===== config.mk =====
export PLATFORM = sky130hd
export DESIGN_NAME = memory_access
export DESIGN_NICKNAME = d
export VERILOG_FILES = /design/src/rtl/defs.sv /design/src/rtl/memory_access_load_extract.sv /design/src/rtl/memory_access.sv
export SDC_FILE = /design/constraint.sdc
export NUM_CORES = 1
export LEC_CHECK = 0
export ABC_CLOCK_PERIOD_IN_PS = 3200
export CAP_MARGIN = 20
export CORE_MARGIN = 4
export CORE_UTILIZATION = 25
export DETAILED_ROUTE_END_ITERATION = 8
export PLACE_DENSITY = 0.55
export SLEW_MARGIN = 20
export SYNTH_ARGS = -nofsm -noshare
export SYNTH_HDL_FRONTEND = slang
export SYNTH_SLANG_ARGS = --single-unit

===== constraint.sdc =====
create_clock -name clk -period 3.2 [get_ports clk]
set_clock_uncertainty 0.2 [all_clocks]
set_input_delay 0.64 -clock clk [delete_from_list [all_inputs] [get_ports clk]]
set_output_delay 0.64 -clock clk [all_outputs]
set_load 0.01 [all_outputs]

===== src/rtl/defs.sv =====
// Shared types for the load/store stage: pipeline instruction/memory types, FSM states,
// and the store-lane / alignment helpers used when a request is launched.
package defs;

  typedef enum logic [3:0] {
    NONE   = 4'd0,
    ALU    = 4'd1,
    LOAD   = 4'd2,
    STORE  = 4'd3,
    BRANCH = 4'd4,
    JAL    = 4'd5,
    JALR   = 4'd6,
    LUI    = 4'd7,
    AUIPC  = 4'd8
  } instr_type_t;

  typedef enum logic [2:0] {
    MEM_B  = 3'd0,
    MEM_H  = 3'd1,
    MEM_W  = 3'd2,
    MEM_BU = 3'd3,
    MEM_HU = 3'd4
  } mem_type_t;

  typedef enum logic [1:0] {
    IDLE = 2'd0,
    REQ  = 2'd1,
    WAIT = 2'd2
  } mem_state_t;

  function automatic logic is_misaligned(input mem_type_t mt, input logic [1:0] off);
    logic mis;
    mis = 1'b0;
    case (mt)
      MEM_H, MEM_HU: mis = off[0];
      MEM_W:         mis = |off;
      default:       mis = 1'b0;
    endcase
    return mis;
  endfunction

  function automatic logic [3:0] store_strb(input mem_type_t mt, input logic [1:0] off);
    logic [3:0] strb;
    strb = '0;
    case (mt)
      MEM_B, MEM_BU: strb = 4'b0001 << off;
      MEM_H, MEM_HU: strb = 4'b0011 << off;
      MEM_W:         strb = '1;
      default:       strb = '0;
    endcase
    return strb;
  endfunction

  function automatic logic [31:0] store_wdata(input mem_type_t mt, input logic [31:0] rs2);
    logic [31:0] wd;
    wd = rs2;
    case (mt)
      MEM_B, MEM_BU: wd = {4{rs2[7:0]}};
      MEM_H, MEM_HU: wd = {2{rs2[15:0]}};
      default:       wd = rs2;
    endcase
    return wd;
  endfunction

endpackage


===== src/rtl/memory_access_load_extract.sv =====
// Load-lane selection: picks the byte/half addressed by the latched offset out of
// the returned memory word and sign- or zero-extends it to 32 bits.
module load_extract
  import defs::*;
(
  input  logic [31:0] rdata_i,
  input  logic [1:0]  off_i,
  input  mem_type_t   mem_type_i,
  output logic [31:0] data_o
);

  logic [31:0] shifted;
  logic [7:0]  byte_sel;
  logic [15:0] half_sel;

  always_comb begin
    shifted  = rdata_i >> {off_i, 3'b000};
    byte_sel = shifted[7:0];
    half_sel = shifted[15:0];
    data_o   = rdata_i;
    case (mem_type_i)
      MEM_B:   data_o = {{24{byte_sel[7]}}, byte_sel};
      MEM_BU:  data_o = {24'h000000, byte_sel};
      MEM_H:   data_o = {{16{half_sel[15]}}, half_sel};
      MEM_HU:  data_o = {16'h0000, half_sel};
      default: data_o = rdata_i;
    endcase
  end

endmodule


===== src/rtl/memory_access.sv =====
// Load/store pipeline stage: launches aligned byte/half/word accesses on a valid/ready
// data port, stalls upstream while busy, and returns load or ALU results to writeback.
module memory_access
  import defs::*;
(
  input  logic        clk,
  input  logic        rst,
  input  instr_type_t in_instr_type,
  input  mem_type_t   in_mem_type,
  input  logic [4:0]  in_dest,
  input  logic [31:0] in_rs2_data,
  input  logic [31:0] in_res,
  output logic        stall,
  output logic        dmem_req_valid,
  input  logic        dmem_req_ready,
  output logic        dmem_we,
  output logic [31:0] dmem_addr,
  output logic [31:0] dmem_wdata,
  output logic [3:0]  dmem_wstrb,
  input  logic        dmem_rsp_valid,
  input  logic [31:0] dmem_rdata,
  output logic        out_wb_en,
  output logic [4:0]  out_dest,
  output logic [31:0] out_data,
  output logic        out_misaligned
);

  mem_state_t  state_q, state_d;
  logic [1:0]  off_q, off_d;
  mem_type_t   mt_q, mt_d;
  logic [4:0]  dest_q, dest_d;
  logic        we_q, we_d;
  logic [31:0] addr_q, addr_d;
  logic [31:0] wdata_q, wdata_d;
  logic [3:0]  wstrb_q, wstrb_d;
  logic        wb_en_q, wb_en_d;
  logic [4:0]  odest_q, odest_d;
  logic [31:0] odata_q, odata_d;
  logic        mis_q, mis_d;
  logic [31:0] load_val;

  load_extract u_load_extract (
    .rdata_i    (dmem_rdata),
    .off_i      (off_q),
    .mem_type_i (mt_q),
    .data_o     (load_val)
  );

  always_comb begin
    state_d = state_q;
    off_d   = off_q;
    mt_d    = mt_q;
    dest_d  = dest_q;
    we_d    = we_q;
    addr_d  = addr_q;
    wdata_d = wdata_q;
    wstrb_d = wstrb_q;
    wb_en_d = 1'b0;
    mis_d   = 1'b0;
    odest_d = odest_q;
    odata_d = odata_q;
    case (state_q)
      IDLE: begin
        case (in_instr_type)
          NONE, BRANCH: ;
          LOAD, STORE: begin
            if (is_misaligned(in_mem_type, in_res[1:0])) begin
              mis_d = 1'b1;
            end else begin
              off_d   = in_res[1:0];
              mt_d    = in_mem_type;
              dest_d  = in_dest;
              we_d    = (in_instr_type == STORE);
              addr_d  = {in_res[31:2], 2'b00};
              wdata_d = (in_instr_type == STORE) ? store_wdata(in_mem_type, in_rs2_data) : '0;
              wstrb_d = (in_instr_type == STORE) ? store_strb(in_mem_type, in_res[1:0]) : '0;
              state_d = REQ;
            end
          end
          default: begin
            wb_en_d = (in_dest != 5'd0);
            odest_d = in_dest;
            odata_d = in_res;
          end
        endcase
      end
      REQ: begin
        // Stores are posted: the handshake alone retires them.
        if (dmem_req_ready) state_d = we_q ? IDLE : WAIT;
      end
      WAIT: begin
        if (dmem_rsp_valid) begin
          wb_en_d = (dest_q != 5'd0);
          odest_d = dest_q;
          odata_d = load_val;
          state_d = IDLE;
        end
      end
      default: state_d = IDLE;
    endcase
  end

  always_ff @(posedge clk) begin
    if (rst) begin
      state_q <= IDLE;
      off_q   <= '0;
      mt_q    <= MEM_W;
      dest_q  <= '0;
      we_q    <= 1'b0;
      addr_q  <= '0;
      wdata_q <= '0;
      wstrb_q <= '0;
      wb_en_q <= 1'b0;
      odest_q <= '0;
      odata_q <= '0;
      mis_q   <= 1'b0;
    end else begin
      state_q <= state_d;
      off_q   <= off_d;
      mt_q    <= mt_d;
      dest_q  <= dest_d;
      we_q    <= we_d;
      addr_q  <= addr_d;
      wdata_q <= wdata_d;
      wstrb_q <= wstrb_d;
      wb_en_q <= wb_en_d;
      odest_q <= odest_d;
      odata_q <= odata_d;
      mis_q   <= mis_d;
    end
  end

  assign stall          = (state_q != IDLE);
  assign dmem_req_valid = (state_q == REQ);
  assign dmem_we        = we_q;
  assign dmem_addr      = addr_q;
  assign dmem_wdata     = wdata_q;
  assign dmem_wstrb     = wstrb_q;
  assign out_wb_en      = wb_en_q;
  assign out_dest       = odest_q;
  assign out_data       = odata_q;
  assign out_misaligned = mis_q;

endmodule


After elaboration in Yosys (flattened, before gate mapping). Index checks and enable logic that the tools add are counted.

Mux-type cells: 24. Reductions and logical operators: 17. Bitwise logic cells: 3. Shift operators: 3. Eq/ne operators: 17.

Operators with widths (number): case mux 32 bit (2 select lines) (2); case mux 32 bit (4 select lines) (1); 2-to-1 mux 32 bit (3); right shift 32 x 5 -> 16 bit (1); case mux 4 bit (3 select lines) (1); 2-to-1 mux 2 bit (5); 2-to-1 mux 5 bit (2); case mux 5 bit (2 select lines) (1); nonzero test 5 bit (2); equality test 3 x 2 -> 1 bit, second input constant (3); equality test 4 x 2 -> 1 bit, second input constant (2); OR reduction 2 bit (4); equality test 3 x 1 -> 1 bit, second input constant (2); equality test 3 bit, second input constant (2); zero test 3 bit (2); inequality test 2 bit, second input constant (3); case mux 2 bit (3 select lines) (1); AND reduction 3 bit (2); 2-to-1 mux 1 bit (5); equality test 4 x 3 -> 1 bit, second input constant (1); zero test 4 bit (1); 2-to-1 mux 4 bit (1); inequality test 2 x 1 -> 1 bit, second input constant (2); case mux 1 bit (2 select lines) (2); 10 further kinds (13).

Flip-flop bits (word level): 118. Input port bits: 112. Word-level logic and storage cells: 76. Output and inout bits: 110.

Depth between registers and ports, before layout.
Depth in word-level cells: 8. Mapped depth: 8. Mapped depth without buffers: 4.

Modules after synthesis. Synthesis repeated with hierarchy kept, for this count alone.

Cells, all modules: 841. Area total of the unflattened synthesis: 6999.2 um^2.

By module, submodules not included: memory_access (times used 1, area an instance 5982.0 um^2, cells each 670); load_extract (times used 1, area an instance 1017.2 um^2, cells each 171).

Least setup slack after synthesis. Ideal clock, no wire load.

Kind: in2reg. Start point: input port in_instr_type[3]. End point: register wdata_q[14] (netlist: dmem_wdata[14]). Stages on the path: 8. Data required time: 2.883 ns. Setup slack: 0.980 ns. Arrival time: 1.903 ns. Path buffers: 4. Library setup time: 0.117 ns. Cell sequence: buf_2 > nor2_1 > and3_1 > buf_2 > and4_1 > buf_4 > buf_4 > a32o_1.

Cells in the longest elaborated chain, start to end: 3.

Ends and longest elaborated chain: start: declaration (RTL line memory_access.sv:8) `input instr_type_t in_instr_type,`; equality test 4 x 2 -> 1 bit (on tied branches) (RTL line memory_access.sv:64, memory_access.sv:75); OR reduction 2 bit (RTL line memory_access.sv:64) `case (in_instr_type)`; AND reduction 3 bit (no source line); end signal: assignment (RTL line memory_access.sv:124) `wdata_q <= wdata_d;`; end: declaration (RTL line memory_access.sv:34) `logic [31:0] wdata_q, wdata_d;`.

Several ways; a longest one is shown, not always the timed one. A chain may end at the register's enable or synchronous reset.

Final worst setup path.
Start point: register state_q[0]. End point: output port dmem_req_valid.

Cells in the longest elaborated chain, start to end: 1.

Ends and longest elaborated chain: start: declaration (RTL line memory_access.sv:28) `mem_state_t state_q, state_d;`; start signal: assignment (RTL line memory_access.sv:118) `state_q <= state_d;`; equality test 2 x 1 -> 1 bit (RTL line memory_access.sv:134) `assign dmem_req_valid = (state_q == REQ);`; end: declaration (RTL line memory_access.sv:14) `output logic dmem_req_valid,`.

No other way between the ends.

==> out/qor_table.md <==
| Step | Item | Value |
|---|---|---|
| status | Result of the run | finished, final reports clean |
| synthesis | Most frequently used flop master after synthesis | sky130_fd_sc_hd__dfxtp_1 |
| power and ir drop | Power density over the cells | 460 nW/um^2 |
| layout | Number of filler instances in the final layout | 2492 |
| cts | Total of cells resized after clock tree synthesis | 0 |
| timing | Transition time at the pin with the least slew margin | 0.929 ns |
| power and ir drop | Leakage Power | 3.20 nW |
| synthesis | Total standard cell area after synthesis | 6160 um^2 |
| cts | TritonCTS Buffers | 17 |
| cts | Clock tree buffer depth | 2 |
| global routing | Maximum number of pins on one net before global-route repair | 46 |
| routing | Vias/cell | 5.27 |
| synthesis | Share of synthesized flip-flops with an asynchronous set or reset | 0 |
| timing | Final period utilization | 0.923 |
| timing | Setup repair after global routing missed its margin | no |
| timing | Worst path setup slack after routing | 0.245 ns |
| layout | Layout overhead on the synthesized area | 49.9% |
| power and ir drop | Part of the total power dissipated in combinational logic | 0.196 |
| floorplan | Count of boundary I/O pins | 222 |
| setup path | Top delay family on crit path | buffers and inverters |
| timing | Final max-slew violation count | 0 |
| power and ir drop | Share of power burned in the clock network | 0.429 |
| setup path | Required time at the worst-slack endpoint | 2.36 ns |
| synthesis | Sequential area share after synthesis | 0.383 |
| setup path | Endpoint arrival time on the critical path | 2.11 ns |
| cts | Latest clock arrival within the worst-skew pair | 0.41 ns |
| cts | Post-CTS Repair Setup Buffers | 0 |
| synthesis | Number of instances in the synthesized netlist | 708 |
| power and ir drop | Cell Int Power | 3.07 mW |
| setup path | Critical-path cell with the highest stage delay | sky130_fd_sc_hd__dfxtp_1 |
| setup path | CP peak stage delay | 0.62 ns |
| routing | Number of iterations in the first detailed-routing pass | 5 |
| routing | Initial detailed-routing violation count | 461 |
| setup path | Launching element type of the critical path | register |
| floorplan | Die outline area | 27200 um^2 |
| floorplan | Number of placement rows | 57 |
| cts | Number of clock sinks seen by CTS | 118 |
| layout | Final #Nets | 1018 |
| placed design | Weighted congestion at the end of routability-driven global placement | 0.851 |
| global routing | Total congestion overflow after global routing | 0 |
| cts | Clock-pin slew of the registers on the worst-case setup and hold paths | 0.06 ns |
| hold path | Min-delay worst type | register to register |
| routing | Routed wire length | 25000 um |
| timing | Min Clock Period, post-route | 2.95 ns |
| layout | Layout cell share with drive strength beyond 1 | 0.112 |
| setup path | Critical path endpoint category | output pin |
| floorplan | Horizontal die dimension | 165 um |
| power and ir drop | Switching power total | 1.18 mW |
| cts | Post-cts hold buffer count | 0 |
| timing | Max_slew headroom | 0.379 |
| cts | Htree depth | 4 |
| synthesis | Yosys Warn Count | 0 |
| synthesis | Syn avg cell area | 8.70 um^2 |
| cts | TritonCTS clock tree | built |
| layout | Antenna diode count | 0 |
| synthesis | Distinct cells, synth | 66 |
| routing | Count of unresolved DRC violations after routing | 0 |
| timing | Hold violation total from the final report | 0 |
| cts | Root buffer cell | sky130_fd_sc_hd__clkbuf_16 |
| global routing | Global-route wire length before repair | 38100 um |
| setup path | Cell breakdown of the critical path | inv_1 -> nor2_1 -> clkdlybuf4s50_1 |
| setup path | Max FO, Critical Path | 13 |
| synthesis | Flip-flop and latch count after synthesis | 118 |
| placed design | Post-detailed-placement half-perimeter wirelength | 18500 um |
| timing | Highest clock frequency the design can meet | 338 MHz |
| floorplan | Area of the core | 24200 um^2 |
| routing | Post-detailed-route count of antenna-violating nets | 0 |
| placed design | Port bufs | 219 |
| routing | WL per Instance | 20.1 um |
| routing | Total via count after detailed routing | 6550 |
| global routing | Total track usage | 0.180 |
| floorplan | Starting density of the core | 0.254 |
| synthesis | Count of flip-flops with a built-in enable after synthesis | 0 |
| setup path | Category of the most critical setup path | register to output pin |
| power and ir drop | Switching part of the total power | 0.277 |
| timing | Total negative setup slack | 0 ns |
| timing | Final setup fails | 0 |
| timing | Post-route worst hold slack | 0.273 ns |
| global routing | Number of antenna violations at the first check in global routing | 0 |
| global routing | Number of global-route vias before repair | 6493 |
| setup path | Worst Path Buf+Inv | 2 |
| floorplan | Die Y-Extent | 165 um |
| placed design | Pre-CTS setup slack | 0.0550 ns |
| power and ir drop | Worst supply voltage drop on vdd | 0.309 mV |
| layout | Final core occ | 0.381 |
| power and ir drop | Proportion of power drawn by flip-flops and latches | 0.376 |
| job | Maximum Capacitance Violations | 0 |
-- synth_stat cells, types with 3 or more instances --
cell	n	area [um^2]
sky130_fd_sc_hd__mux2i_1	25	250
sky130_fd_sc_hd__buf_2	17	85.1
sky130_fd_sc_hd__inv_1	10	37.5
sky130_fd_sc_hd__a22o_1	21	184
sky130_fd_sc_hd__buf_4	8	60.1
sky130_fd_sc_hd__and4_1	9	78.8
sky130_fd_sc_hd__a221oi_1	17	149
sky130_fd_sc_hd__o22ai_1	8	50.1
sky130_fd_sc_hd__a32o_1	12	120
sky130_fd_sc_hd__dfxtp_1	118	2360
sky130_fd_sc_hd__a221o_1	3	30.0
sky130_fd_sc_hd__buf_6	6	67.6
sky130_fd_sc_hd__a211oi_1	6	45.0
sky130_fd_sc_hd__nand2b_1	5	31.3
sky130_fd_sc_hd__or2_2	14	87.6
sky130_fd_sc_hd__nand3_1	41	205
sky130_fd_sc_hd__a22oi_1	6	45.0
sky130_fd_sc_hd__a2bb2oi_1	7	61.3
sky130_fd_sc_hd__mux2_2	11	124
sky130_fd_sc_hd__a21oi_1	90	450
sky130_fd_sc_hd__nor3_1	9	45.0
sky130_fd_sc_hd__nor2_1	38	143
sky130_fd_sc_hd__a311oi_1	5	43.8
sky130_fd_sc_hd__nand2_1	15	56.3
sky130_fd_sc_hd__o221ai_1	17	149
sky130_fd_sc_hd__clkbuf_1	41	154
sky130_fd_sc_hd__and2_1	9	56.3
sky130_fd_sc_hd__nand3b_1	3	22.5
sky130_fd_sc_hd__o21ai_0	66	330
sky130_fd_sc_hd__o21a_1	9	67.6
sky130_fd_sc_hd__nor2b_1	8	50.1
sky130_fd_sc_hd__o2111ai_1	4	35.0
sky130_fd_sc_hd__a2111oi_0	6	52.6
sky130_fd_sc_hd__o2bb2ai_1	7	61.3
-- kinds of logic (layout without fill, tap and decap cells) --
| group | Yosys count | in the layout | share of synthesized area |
|---|---|---|---|
| compound gates | 299 | 299 | 0.334 |
| xor+xnor | 1 | 1 | 0.00142 |
| buf+inv | 85 | 295 | 0.0676 |
| flops | 118 | 118 | 0.383 |
| mux | 39 | 39 | 0.0690 |
| other cells | 1 | 2 | 0.000609 |
| simple gates | 165 | 165 | 0.144 |
-- metal layers --
layer | global-route usage | part of all wire | up-vias
met2 | 0.287 | 0.46 | 275
met1 | 0.230 | 0.43 | 3145
li1 | - | - | 3098
met4 | 0.0484 | 0.018 | 0
met5 | 0 | 0 | -
met3 | 0.0656 | 0.095 | 32
-- cells in the final DEF (no fill, tap or decap), types with 4 or more instances in the layout --
cell and instances:
sky130_fd_sc_hd__nand3_1 41, sky130_fd_sc_hd__a32o_1 12, sky130_fd_sc_hd__inv_1 10, sky130_fd_sc_hd__nand2b_1 5, sky130_fd_sc_hd__and4_1 9, sky130_fd_sc_hd__clkdlybuf4s50_1 218
sky130_fd_sc_hd__a21oi_1 90, sky130_fd_sc_hd__or2_2 14, sky130_fd_sc_hd__a311oi_1 5, sky130_fd_sc_hd__dfxtp_1 118, sky130_fd_sc_hd__o221ai_1 17, sky130_fd_sc_hd__a22oi_1 6
sky130_fd_sc_hd__mux2i_1 24, sky130_fd_sc_hd__a22o_1 21, sky130_fd_sc_hd__o2bb2ai_1 7, sky130_fd_sc_hd__buf_4 32, sky130_fd_sc_hd__nor3_1 9, sky130_fd_sc_hd__nor2b_1 8
sky130_fd_sc_hd__a211oi_1 6, sky130_fd_sc_hd__a2111oi_0 6, sky130_fd_sc_hd__o22ai_1 8, sky130_fd_sc_hd__o2111ai_1 4, sky130_fd_sc_hd__nor2_1 38, sky130_fd_sc_hd__o21ai_0 66
sky130_fd_sc_hd__nand2_1 15, sky130_fd_sc_hd__clkbuf_16 17, sky130_fd_sc_hd__a2bb2oi_1 7, sky130_fd_sc_hd__mux2_2 11, sky130_fd_sc_hd__a221oi_1 17, sky130_fd_sc_hd__and2_1 9
sky130_fd_sc_hd__o21a_1 9
-- tightest hold or removal path: stages, from the launching register on --
cell and delay [ns]:
sky130_fd_sc_hd__dfxtp_1 0.31, sky130_fd_sc_hd__nand2_1 0.06, sky130_fd_sc_hd__a21oi_1 0.06
-- area by class of cell --
class,count,area (um^2),share of cell area
tap,324,405,0.0439
clock inverter,10,97.6,0.0106
clock buffer,22,464,0.0503
timing repair buffer,253,2470,0.267
inverter,10,37.5,0.00406
multi-input combinational,506,3400,0.368
sequential,118,2360,0.256
-- through the flow --
step | power (mW) | instances | instance area, um^2
floorplan | 2.00 | 709 | 6160
global placement | 2.46 | 1211 | 8670
detailed placement | 2.46 | 1211 | 8670
CTS | 4.29 | 1243 | 9240
global route | 4.44 | 1243 | 9240
finish | 4.25 | 1243 | 9240
-- sequential cells by signal (all words and copies together) (netlist names), 3 cells and up --
name	count
dest_q	5
dmem_wdata	32
dmem_addr	30
dmem_wstrb	4
out_data	32
out_dest	5
mt_q	3
-- worst paths after layout --
check	startpoint	depth (start not counted)	slack, ns	end
worst min-delay path	out_data[7]	2	0.27	out_data[7]
worst max-delay path	state_q[0]	3	0.25	dmem_req_valid
worst min register to register	out_data[7]	2	0.27	out_data[7]
worst max register to register	state_q[0]	5	0.86	mt_q[2]
-- power groups by stage --
| stage | registers, mW | logic (mW) | clock network [mW] |
|---|---|---|---|
| floorplan | 1.64 | 0.360 | 0 |
| global placement | 1.63 | 0.830 | 0 |
| detailed placement | 1.63 | 0.830 | 0 |
| CTS | 1.60 | 0.834 | 1.86 |
| global route | 1.61 | 0.896 | 1.94 |
| finish | 1.60 | 0.831 | 1.82 |
No activity file was read; power rests on OpenSTA's default activity.
